<file path="src/rtl/aes_host_sequencer.sv">
// aes_host_sequencer
// Host-side front end for the AES/DRAM top. It assembles the 128-bit key and
// plaintext from 32-bit host words, runs the key-load and encrypt handshakes,
// captures the ciphertext and hands it back as four 32-bit words. It also counts
// DRAM read completions per encryption and traps stalled handshakes in ERR.
module aes_host_sequencer #(
   parameter int TIMEOUT_CYC = 4096,
   parameter int CNT_W       = 8
) (
   input  logic             CLK,
   input  logic             RST,
   input  logic             wr_valid,
   output logic             wr_ready,
   input  logic             wr_sel,
   input  logic [31:0]      wr_data,
   input  logic             start,
   input  logic             clr_err,
   output logic             rd_valid,
   input  logic             rd_ready,
   output logic [31:0]      rd_data,
   output logic [127:0]     Kin,
   output logic [127:0]     Din,
   output logic             Kdrdy,
   output logic             EN,
   input  logic             Kvld,
   input  logic             Dvld,
   input  logic [127:0]     Dout,
   input  logic             BSY,
   input  logic             Dload,
   output logic             key_ok,
   output logic             busy,
   output logic             timeout,
   output logic [CNT_W-1:0] dload_cnt
);

   localparam int TW = $clog2(TIMEOUT_CYC) + 1;

   typedef enum logic [2:0] {
      IDLE,
      KEY_REQ,
      KEY_WAIT,
      ENC_REQ,
      ENC_WAIT,
      DRAIN,
      ERR
   } state_t;

   state_t           state_q, state_d;
   logic [2:0]       k_cnt_q, k_cnt_d;
   logic [2:0]       d_cnt_q, d_cnt_d;
   logic [127:0]     key_q, key_d;
   logic [127:0]     din_q, din_d;
   logic [127:0]     cipher_q, cipher_d;
   logic [1:0]       ptr_q, ptr_d;
   logic             key_ok_q, key_ok_d;
   logic             timeout_q, timeout_d;
   logic [CNT_W-1:0] dload_cnt_q, dload_cnt_d;
   logic [TW-1:0]    tmo_cnt_q, tmo_cnt_d;

   logic [1:0]       k_slot;
   logic [1:0]       d_slot;
   logic             tmo_expired;
   logic [31:0]      rd_word;

   // A full block (count 4) restarts at slot 0 on the next write.
   assign k_slot      = (k_cnt_q == 3'd4) ? 2'd0 : k_cnt_q[1:0];
   assign d_slot      = (d_cnt_q == 3'd4) ? 2'd0 : d_cnt_q[1:0];
   assign tmo_expired = (tmo_cnt_q == TW'(TIMEOUT_CYC - 1));

   // Next-state, datapath loads and handshake bookkeeping.
   always_comb begin
      state_d     = state_q;
      k_cnt_d     = k_cnt_q;
      d_cnt_d     = d_cnt_q;
      key_d       = key_q;
      din_d       = din_q;
      cipher_d    = cipher_q;
      ptr_d       = ptr_q;
      key_ok_d    = key_ok_q;
      timeout_d   = timeout_q;
      dload_cnt_d = dload_cnt_q;
      tmo_cnt_d   = '0;

      case (state_q)
         IDLE: begin
            if (start) begin
               if (key_ok_q && (d_cnt_q == 3'd4) && !BSY) begin
                  state_d = ENC_REQ;
               end
            end else if (wr_valid) begin
               if (wr_sel) begin
                  for (int i = 0; i < 4; i++) begin
                     if (k_slot == 2'(i)) begin
                        key_d[127-32*i -: 32] = wr_data;
                     end
                  end
                  if (k_slot == 2'd3) begin
                     state_d  = KEY_REQ;
                     key_ok_d = 1'b0;
                     k_cnt_d  = 3'd0;
                  end else begin
                     k_cnt_d = {1'b0, k_slot} + 3'd1;
                  end
               end else begin
                  for (int i = 0; i < 4; i++) begin
                     if (d_slot == 2'(i)) begin
                        din_d[127-32*i -: 32] = wr_data;
                     end
                  end
                  d_cnt_d = {1'b0, d_slot} + 3'd1;
               end
            end
         end
         KEY_REQ: begin
            state_d = KEY_WAIT;
         end
         KEY_WAIT: begin
            if (Kvld) begin
               key_ok_d = 1'b1;
               state_d  = IDLE;
            end else if (tmo_expired) begin
               state_d   = ERR;
               timeout_d = 1'b1;
               key_ok_d  = 1'b0;
            end else begin
               tmo_cnt_d = tmo_cnt_q + TW'(1);
            end
         end
         ENC_REQ: begin
            dload_cnt_d = '0;
            state_d     = ENC_WAIT;
         end
         ENC_WAIT: begin
            if (Dload && (dload_cnt_q != {CNT_W{1'b1}})) begin
               dload_cnt_d = dload_cnt_q + CNT_W'(1);
            end
            if (Dvld) begin
               cipher_d = Dout;
               d_cnt_d  = 3'd0;
               ptr_d    = 2'd0;
               state_d  = DRAIN;
            end else if (tmo_expired) begin
               state_d   = ERR;
               timeout_d = 1'b1;
               key_ok_d  = 1'b0;
            end else begin
               tmo_cnt_d = tmo_cnt_q + TW'(1);
            end
         end
         DRAIN: begin
            if (rd_ready) begin
               ptr_d = ptr_q + 2'd1;
               if (ptr_q == 2'd3) begin
                  state_d = IDLE;
               end
            end
         end
         ERR: begin
            if (clr_err) begin
               state_d   = IDLE;
               timeout_d = 1'b0;
            end
         end
         default: begin
            state_d = IDLE;
         end
      endcase
   end

   // State and datapath registers; reset clears everything at once.
   always_ff @(posedge CLK or posedge RST) begin
      if (RST) begin
         state_q     <= IDLE;
         k_cnt_q     <= '0;
         d_cnt_q     <= '0;
         key_q       <= '0;
         din_q       <= '0;
         cipher_q    <= '0;
         ptr_q       <= '0;
         key_ok_q    <= 1'b0;
         timeout_q   <= 1'b0;
         dload_cnt_q <= '0;
         tmo_cnt_q   <= '0;
      end else begin
         state_q     <= state_d;
         k_cnt_q     <= k_cnt_d;
         d_cnt_q     <= d_cnt_d;
         key_q       <= key_d;
         din_q       <= din_d;
         cipher_q    <= cipher_d;
         ptr_q       <= ptr_d;
         key_ok_q    <= key_ok_d;
         timeout_q   <= timeout_d;
         dload_cnt_q <= dload_cnt_d;
         tmo_cnt_q   <= tmo_cnt_d;
      end
   end

   // Select the ciphertext word currently offered to the host, MSW first.
   always_comb begin
      rd_word = cipher_q[127:96];
      case (ptr_q)
         2'd1:    rd_word = cipher_q[95:64];
         2'd2:    rd_word = cipher_q[63:32];
         2'd3:    rd_word = cipher_q[31:0];
         default: rd_word = cipher_q[127:96];
      endcase
   end

   assign wr_ready  = (state_q == IDLE) && !start;
   assign Kdrdy     = (state_q == KEY_REQ);
   assign EN        = (state_q == ENC_REQ);
   assign rd_valid  = (state_q == DRAIN);
   assign rd_data   = (state_q == DRAIN) ? rd_word : 32'd0;
   assign busy      = (state_q != IDLE);
   assign Kin       = key_q;
   assign Din       = din_q;
   assign key_ok    = key_ok_q;
   assign timeout   = timeout_q;
   assign dload_cnt = dload_cnt_q;

endmodule

</file>
<file path="config.mk">
export PLATFORM = sky130hd
export DESIGN_NAME = aes_host_sequencer
export DESIGN_NICKNAME = d
export VERILOG_FILES = /design/src/rtl/aes_host_sequencer.sv
export SDC_FILE = /design/constraint.sdc
export NUM_CORES = 1
export LEC_CHECK = 0
export BUFFER_PORTS_ARGS = -buffer_cell sky130_fd_sc_hd__buf_4
export CORE_MARGIN = 5
export CORE_UTILIZATION = 40
export DETAILED_ROUTE_END_ITERATION = 7
export SLEW_MARGIN = 0
export SYNTH_ARGS = -nofsm -noshare
export SYNTH_HDL_FRONTEND = slang
export SYNTH_SLANG_ARGS = --single-unit
</file>
<file path="constraint.sdc">
create_clock -name CLK -period 41 [get_ports CLK]
set_input_delay 4.1 -clock CLK [delete_from_list [all_inputs] [get_ports CLK]]
set_output_delay 4.1 -clock CLK [all_outputs]
set_load 0.01 [all_outputs]
</file>
Word level (Yosys, flattened, before mapping)
Index checks and enable logic that the tools add are counted.
- bits in registers: 418
- bits in latches: 0
- bits in writable memories: 0
- ROM bits: 0
- input bits: 171
- output and inout port bits: 303
- word-level logic and storage cells: 134
- memories kept: 0
- add/subtract/negate cells: 5
- multiply operators: 0
- div/mod/pow operators: 0
- order comparisons: 0
- eq/ne operators: 35
- shift-type cells: 0
- multiplexer cells: 44
- bitwise gates (word level): 2
- reductions and logical operators: 31
- operator list (cell ; number):
    32-bit case mux with 3 select lines ; 1
    3-bit two-way mux ; 16
    5-bit AND reduction ; 9
    13-bit two-way mux ; 3
    32-bit two-way mux ; 1
    13-bit case mux with 2 select lines ; 1
    3-bit case mux with 7 select lines ; 1
    2-bit inequality test (second input constant) ; 10
    8-bit case mux with 2 select lines ; 1
    3-bit equality test (second input constant) ; 5
    13-bit by 1-bit adder with 13-bit output (second input constant) ; 1
    13-bit by 12-bit equality test with 1-bit output (second input constant) ; 1
    2-bit equality test (second input constant) ; 6
    3-bit inequality test (second input constant) ; 4
    1-bit two-way mux ; 11
    3-bit nonzero test ; 3
    8-bit by 1-bit adder with 8-bit output (second input constant) ; 1
    2-bit two-way mux ; 4
    8-bit two-way mux ; 1
    8-bit inequality test (second input constant) ; 1
    4-bit AND reduction ; 2
    7-bit AND reduction ; 1
    2-bit by 1-bit adder with 3-bit output (second input constant) ; 2
    2-bit by 1-bit equality test with 1-bit output (second input constant) ; 3
    16 further kinds ; 28

Logic depth before layout (Yosys ltp)
Gate-level depths: netlist of the first run.
- depth in word-level cells: 8
- mapped depth: 8

Worst setup path after synthesis of the first run
OpenSTA, ideal clock, no wires.
- kind: input -> output
- from: input start
- to: output wr_ready
- arrival: 4.269 ns
- required time: 36.900 ns
- setup slack: 32.631 ns
- stages: 1
- buffers on the path: 0
- cell sequence: nor2_1
- longest elaborated chain between the ends: 2
- RTL lines (what ; line ; text):
    start, declared ; 16 ; input logic start,
    1-bit logical NOT ; 210 ; assign wr_ready = (state_q == IDLE) && !start;
    1-bit logical AND ; 210 ;
    end, declared ; 13 ; output logic wr_ready,
No other way between the ends.

Worst setup path in the final report of the first run
Ends and elaborated chain as after synthesis.

==> summary.md, run 1 <==
At the pin with the least slew margin, the transition time is 1.12 ns. The congestion estimate from routability-driven global placement came to 0.797. The run finished with clean final reports. Total number of vias: 11.6k.

Across the VDD grid, the largest voltage drop is 0.0000406 V. Timing analysis after detailed placement gives a worst setup slack of 32.39 ns. The analysis attributes to net switching a power of 0.536 mW. The area of the mapped netlist was 17,000 um2. After clock tree synthesis, the clock-pin slew on the worst setup and hold paths is 0.06 ns. The relative area change from synthesis to final layout is 31.8%. By count the netlist is led by 417 x dfrtp_1, 386 x mux2_2, 87 x nor2_1, 36 x a21oi_1, 32 x a222oi_1. No sink is reached through more buffers than the 3 on the longest clock path.

The clock drives 417 sinks. TritonCTS built the clock tree. For met2 alone, demand over resource in global routing was 34.4%.

The final critical path takes up 21.0% of the cycle. The mean instance size in the synthesized netlist works out to 14.5 um2. Among all cell types in the netlist, the one instantiated most often is dfrtp_1. The top-area cell type share of the netlist area is 61.4%, and the number of buffers added to fix hold violations after cts is 0. The number of buffers added for setup after CTS is 0. The run gives 0 as the synthesis warning total. The tools report the endpoint class of the critical path as an output port. Minimum period implied by the final worst setup slack: 8.61 ns. Across all setup checks in the final design, the least slack found is 32.39 ns. In this run the core area contains 75 standard-cell rows. Most used routing layer in global routing: met2. The starting density of the core is 40.5%, and the vertical die dimension is 216 um. Of the total power, the share spent switching nets is 31.8%. The highest clock rate is 116 MHz. The detailed router finished its first iteration with 762 violations. The internal portion of total power is 1.15 mW, and the clock latency on the worst-skew pair is 0.56 ns. In this run, distinct cell masters in the synthesized netlist total 46. The pre-antenna-repair detailed-routing pass consisted of 5 iterations.

The run gives 45 as the CTS buffer count. For the sum of negative setup slack, the log shows 0 ns. On the final layout, the worst clock skew is 0.0185 ns. The logs give 50.6 mm for the total routed wirelength and 6 for the number of antenna violations at the first check in global routing. The critical path in this run is classified as in2out.

In this run the worst setup path begins at start. The power per standard cell area was 75.2 nW/um2. The mean routed wirelength per cell was 22.9 um. The tree is rooted in a clkbuf_16. Global routing used 27.1% of the available met1 tracks. For this run, asynchronously set or reset flops after synthesis account for 100%. The number of enable-type register cells in the synthesized netlist works out to 0. The tools report the number of slew-limit violations in the final report as 0. The floorplan step defined a die boundary enclosing 46,700 um2. Entering global routing, the biggest net connects 130 pins. For this run, design rule violations remaining after detail routing come to 0. Synthesized net count: 1,356.

The number of failing setup endpoints in the final timing report was 0; the relative max-transition margin was 25.2%. The logs give 12.1k for the via count of the first global-routing pass and 1,820 for the final layout net count. Critical path data arrival time: 4.51 ns. For this run, the total global-route usage over all layers was measured as 21.2%. Port buffering added 473 buffers. Average vias per placed instance: 5.24.

After legalization and detailed placement, the total HPWL measured 35.6 mm. The die extent in x was 216 um. Setup repair after global routing left no endpoint under its margin. In this run the register-to-register setup slack is 37.71 ns. In this run the count of I/O pins placed on the die edge is 474. The prevailing post-synth register cell is dfrtp_1. Fraction of power consumed by sequential logic: 41.3%. The worst register-to-register path has a depth of 4. Global routing consumed, on the met3 layer, 7.94% of the routing resources. Synthesis produced 1,171 cells. Sequential cells were found to cover 61.4% of the synthesized design area.

The path class of the tightest hold or removal check is reg2reg. The run gives 0 as the residual antenna-violating net count after detailed routing. The logs give 0 for the count of cells resized by post-cts repair and 0 for the max-cap violation count.

For the worst setup path, the data required time is 36.90 ns. The total overflow left after global routing is 0. Origin of the critical flop-to-flop path: state_q[2].

Sort of element at the start of the critical path: an input port. The share of total power dissipated in the clock network is 23.3%. The first global-routing pass estimated 77.2 mm of wire. The combinational power share was 35.4%. The H-tree generated during clock tree synthesis spans 2 levels.

In this run the worst setup path terminates at wr_ready. Sorting the synthesized cells by area gives the leading types as dfrtp_1 61%, mux2_2 26%, nor2_1 1.9%. Number of flip-flops and latches in the synthesized netlist: 417. The destination of the worst register-to-register timing path was cipher_q[70].

Summed over all cells, the static leakage comes to 10.9 nW. The most area-hungry cell type in the Yosys netlist was dfrtp_1. The total area inside the core boundary comes to 41,900 um2.

The number of hold violations in the final report was 0. The post-route netlist has 57.4% of its cells at a drive strength greater than 1. Of all nets on the critical path, the largest fanout is 7.
==> per-layer routing <==
metal	wire, um	vias to the layer above	share of wire (%)
li1	-	5166	-
met1	20800	5949	41
met2	24000	376	48
met3	4580	69	9.1
met4	1110	6	2.2
met5	41	-	0.081
==> power by group through the flow <==
stage	registers [mW]	clock network [mW]	logic, mW
2_1_floorplan	0.728	0	0.270
3_3_place_gp	0.693	0	0.597
3_5_place_dp	0.701	0	0.605
4_1_cts	0.695	0.405	0.606
5_1_grt	0.718	0.422	0.643
6_report	0.695	0.393	0.596
==> cell families (layout without fill, tap and decap cells) <==
kind of cell	count (synthesis)	count (layout)	share of synthesized area, %
DFF	417	417	61.4
muxes	388	388	25.7
and+or+nand+nor	156	156	4.31
AOI/OAI and AO/OA	102	102	4.44
buffers and inverters	83	578	2.56
adders and majority gates	14	14	1.03
xor gates and xnor gates	11	11	0.567
other	0	2	0
==> cell usage in the layout, fill, tap and decap left out, drive strengths merged, types with 14 or more instances in the layout <==
cell    count
a222oi     32
nor2       87
mux2      386
ha         14
nand2      24
inv        19
a21oi      36
dfrtp     417
clkbuf     66
buf       482
==> per-stage QoR <==
| stage | cell area [um2] | hold WS, ns | cells | power [mW] | utilization, % |
|---|---|---|---|---|---|
| 6_report | 22400 | 0.491 | 2207 | 1.68 | 53.4 |
| 3_3_place_gp | 21000 | 0.479 | 2127 | 1.29 | 50.0 |
| 5_1_grt | 22400 | 0.512 | 2205 | 1.78 | 53.4 |
| 2_1_floorplan | 17000 | 0.453 | 1171 | 0.998 | - |
| 4_1_cts | 22400 | 0.498 | 2205 | 1.71 | 53.4 |
| 3_5_place_dp | 21000 | 0.488 | 2127 | 1.31 | 50.0 |
==> registers in the layout, indices dropped and copies added, names as in the netlist <==
signal and count:
Din 128, Kin 128, cipher_q 128, d_cnt_q 3, dload_cnt 8, k_cnt_q 2
key_ok 1, ptr_q 2, state_q 3, timeout 1, tmo_cnt_q 13
==> worst max-delay path: stages <==
cell and delay [ns]:
buf_4 0.15, nor2_1 0.12, buf_4 0.13
==> final cells by class <==
cell class	instances	area (um2)
inverters	18	75.1
well taps	539	674
diodes	2	5.00
clock buffers	66	1310
repair buffers	482	3620
multi-input cells	671	6170
clock inverters	12	118
flip-flops and latches	417	10400
fillers	3583	19500
==> worst min-delay path by stage <==
stage,startpoint,to,slack [ns],cells after the start
final,tmo_cnt_q[0],tmo_cnt_q[0],0.49,1
after global routing,Kin[24],Kin[24],0.51,1
after detailed placement,timeout,timeout,0.49,1
after CTS,tmo_cnt_q[0],tmo_cnt_q[0],0.50,1
after floorplan,tmo_cnt_q[0],tmo_cnt_q[0],0.45,1
after global placement,tmo_cnt_q[0],tmo_cnt_q[0],0.48,1
Power figures use the tool's default switching activity.
==> run 2, diff against run 1 <==
- PLACE_DENSITY: not set -> 0.66
- clock period: 41 -> 7.5 ns (I/O delays scaled with it)
==> run 2 against run 1 <==
Net effect:
- clock skew rose by 0.0020 ns
- global-route usage is 0.31 points lower
- clock power rose to 5.9 times the previous value
- final area increased by 0.78%
- core utilization increased by 0.42 points
- flip-flop and latch count did not move
- register-to-register slack worse by 33 ns
- largest power group unchanged
==> summary.md, run 2 (synthesized netlist as in run 1, its figures left out) <==
The floorplan has 75 rows. In this run the remaining antenna-violating nets after routing total 0. The largest buffer count on any clock path came out at 3. Max-cap violation count: 0. The number of hold buffers added after CTS was 0. The count of buffers added on input and output ports is 473. In the layout the commonest cells are 485 x buf_4, 417 x dfrtp_1, 386 x mux2_2, 87 x nor2_1, 46 x clkbuf_16. Number of failing setup endpoints in the final timing report: 0. Routability-driven placement finished with a final weighted congestion of 0.809.

The clock period could shrink to 3.40 ns. The die is 216 um tall. TritonCTS built the clock tree.

met2 is the most crowded layer. The mean routed wirelength per cell works out to 22.6 um. At the later pin of the worst-skew pair, clock insertion delay measures 0.57 ns. In the final layout, the share of cells above drive strength 1 is 57.4%. Dividing total power by cell area gives a power density of 416 nW/um2.

The final layout net count was 1,825. The clock skew after layout was 0.0204 ns. The count of cells resized by post-cts repair was 0. Of the available clock period, the critical path in the final layout requires 45.3%. The logs give 7 for the count of TritonRoute iterations in the first routing pass and 75.9 mm for the first-pass GRT wire length.

VDD sags by at most 0.000255 V. Setup repair after global routing left no endpoint under its margin. Clock tree synthesis found a total of 417 sinks. The number of DRC violations after detailed-routing iteration 0 was 686. In the final timing run, aggregate negative setup slack is 0 ns.

Measured against its own limit, the worst slew margin works out to 21.9%. The tools report the number of hold violations in the final report as 0. The floorplan step set the die width to 216 um. The number of slew-limit violations in the final report was 0; the met2 demand-to-capacity share in global routing was 34.2%.

The number of setup buffers added after CTS is 0. Per report_power, the clock group accounts for 24.7% of the total. The count of boundary I/O pins was 474; the net switching power of the design was 2.97 mW. The DRC violations left was 0; the highest clock rate was 294 MHz.

The global-route usage over all layers came out at 20.8%. Internal power comes to 6.42 mW. Cell chosen for the clock root: clkbuf_16. The endpoint identified for the worst register-to-register timing path is cipher_q[5]. In this run the static leakage power is 11.0 nW. The worst setup path is launched from a flop. At the pin with the least slew margin, the transition time is 1.17 ns. The via count of the first global-routing pass is 12.1k. Setup slack on the worst reg-to-reg path comes out at 4.34 ns. In this run the worst path has a maximum fanout of 20. The die covers 46,700 um2.

The floorplan step defined a core boundary enclosing 41,900 um2. The aggregate global routing overflow is 0. The flow ran to the end, and the final reports show no timing, DRC or antenna violations. The switching part of the total was 31.6%.

The library cell used most frequently in the layout, excluding fill and tap cells, is buf_4. The depth of the CTS H-tree is 2. Global routing consumed, on the met3 layer, 8.07% of the routing resources. Clock-pin slew was measured on the worst setup and hold paths at 0.06 ns.

The logs give 6.75 ns for the required time of the worst setup path and 11.5k for the total number of vias. The logs give 172 for the largest net degree at the start of global routing and 9.39 mW for the total power of the final layout. The worst register-to-register path has a depth of 4. The origin of the critical flop-to-flop path was state_q[2].

The filler cells instantiated in the layout total 3,527. The number of antenna violations at the first check in global routing was 5. Buffers inserted during clock tree synthesis total 46. The run gives 2.65 ns as the critical path data arrival time. The average vias per placed instance came out at 5.17. The HPWL after detailed placement is 35.5 mm. The category of the critical setup timing path is reg2out. Combinational logic burns 34.7% of the power. For this run, global-route usage on met1 was measured as 25.6%. The worst hold-check path type was in2async. Sequential cells account for 40.6% of the total power. Relative to the synthesized area, the layout overhead comes to 32.8%.

The initial utilization of the core area, before any placement, comes to 40.5%. The endpoint class of the critical path was an output port. Summed over all layers, the routed wires come to 50.1 mm.
[run 2: changes by cell type in the layout (fill, tap and decap cells not counted), moves of 2 or more]
| cell | change |
|---|---|
| clkinvlp_4 | +2 |
| bufinv_16 | +3 |
| ha_1 | +2 |
| ha_2 | -2 |
| buf_4 | +3 |
[run 2: metrics by stage]
step | instances | utilization [%] | hold WS (ns) | setup slack [ns] | instance area (um2)
after global routing | 2217 | 53.8 | 0.374 | 3.89 | 22600
final | 2217 | 53.8 | 0.353 | 4.10 | 22600
after detailed placement | 2131 | 50.1 | 0.494 | 4.33 | 21000
after floorplan | 1171 | - | 0.453 | 1.13 | 17000
after CTS | 2216 | 53.8 | 0.345 | 4.04 | 22600
after global placement | 2131 | 50.1 | 0.469 | 4.36 | 21000
[run 2: final cells by class]
cell class	count	area (um2)	area share, %
sequential	417	10400	46.2
tap	539	674	2.99
clock buffer	68	1330	5.91
clock inverter	17	235	1.04
antenna	1	2.50	0.0111
timing repair buffer	486	3660	16.2
multi-input combinational	671	6160	27.3
inverter	18	71.3	0.316
[run 2: worst max-delay path, stage by stage, from the launching register on]
cell,delay [ns]
dfrtp_1,0.41
inv_1,0.11
ha_1,0.54
buf_4,0.39
a222oi_1,0.11
nor2_1,0.10
a21oi_1,0.05
nor2_1,0.20
buf_4,0.16
[run 2: power groups by stage]
stage	clock network (mW)	registers [mW]	logic (mW)
2_1_floorplan	0	3.98	1.47
3_3_place_gp	0	3.79	3.23
3_5_place_dp	0	3.85	3.30
4_1_cts	2.38	3.81	3.31
5_1_grt	2.47	3.93	3.51
6_report	2.32	3.81	3.26
[run 2: how the worst max path moves through the flow]
stage | cells past startpoint | to | slack, ns | start
after global routing | 8 | rd_data[13] | 3.89 | ptr_q[0]
after global placement | 5 | cipher_q[100] | 4.36 | Dvld
after CTS | 8 | rd_data[7] | 4.04 | ptr_q[0]
final | 8 | rd_data[31] | 4.10 | ptr_q[0]
after detailed placement | 5 | cipher_q[70] | 4.33 | Dvld
after floorplan | 1 | Din[0] | 1.13 | RST
[run 2: routing by layer]
layer | share of wire [%] | up-vias
li1 | - | 5179
met2 | 48 | 381
met4 | 2.8 | 8
met3 | 9.5 | 76
met1 | 40 | 5821
met5 | 0.088 | -
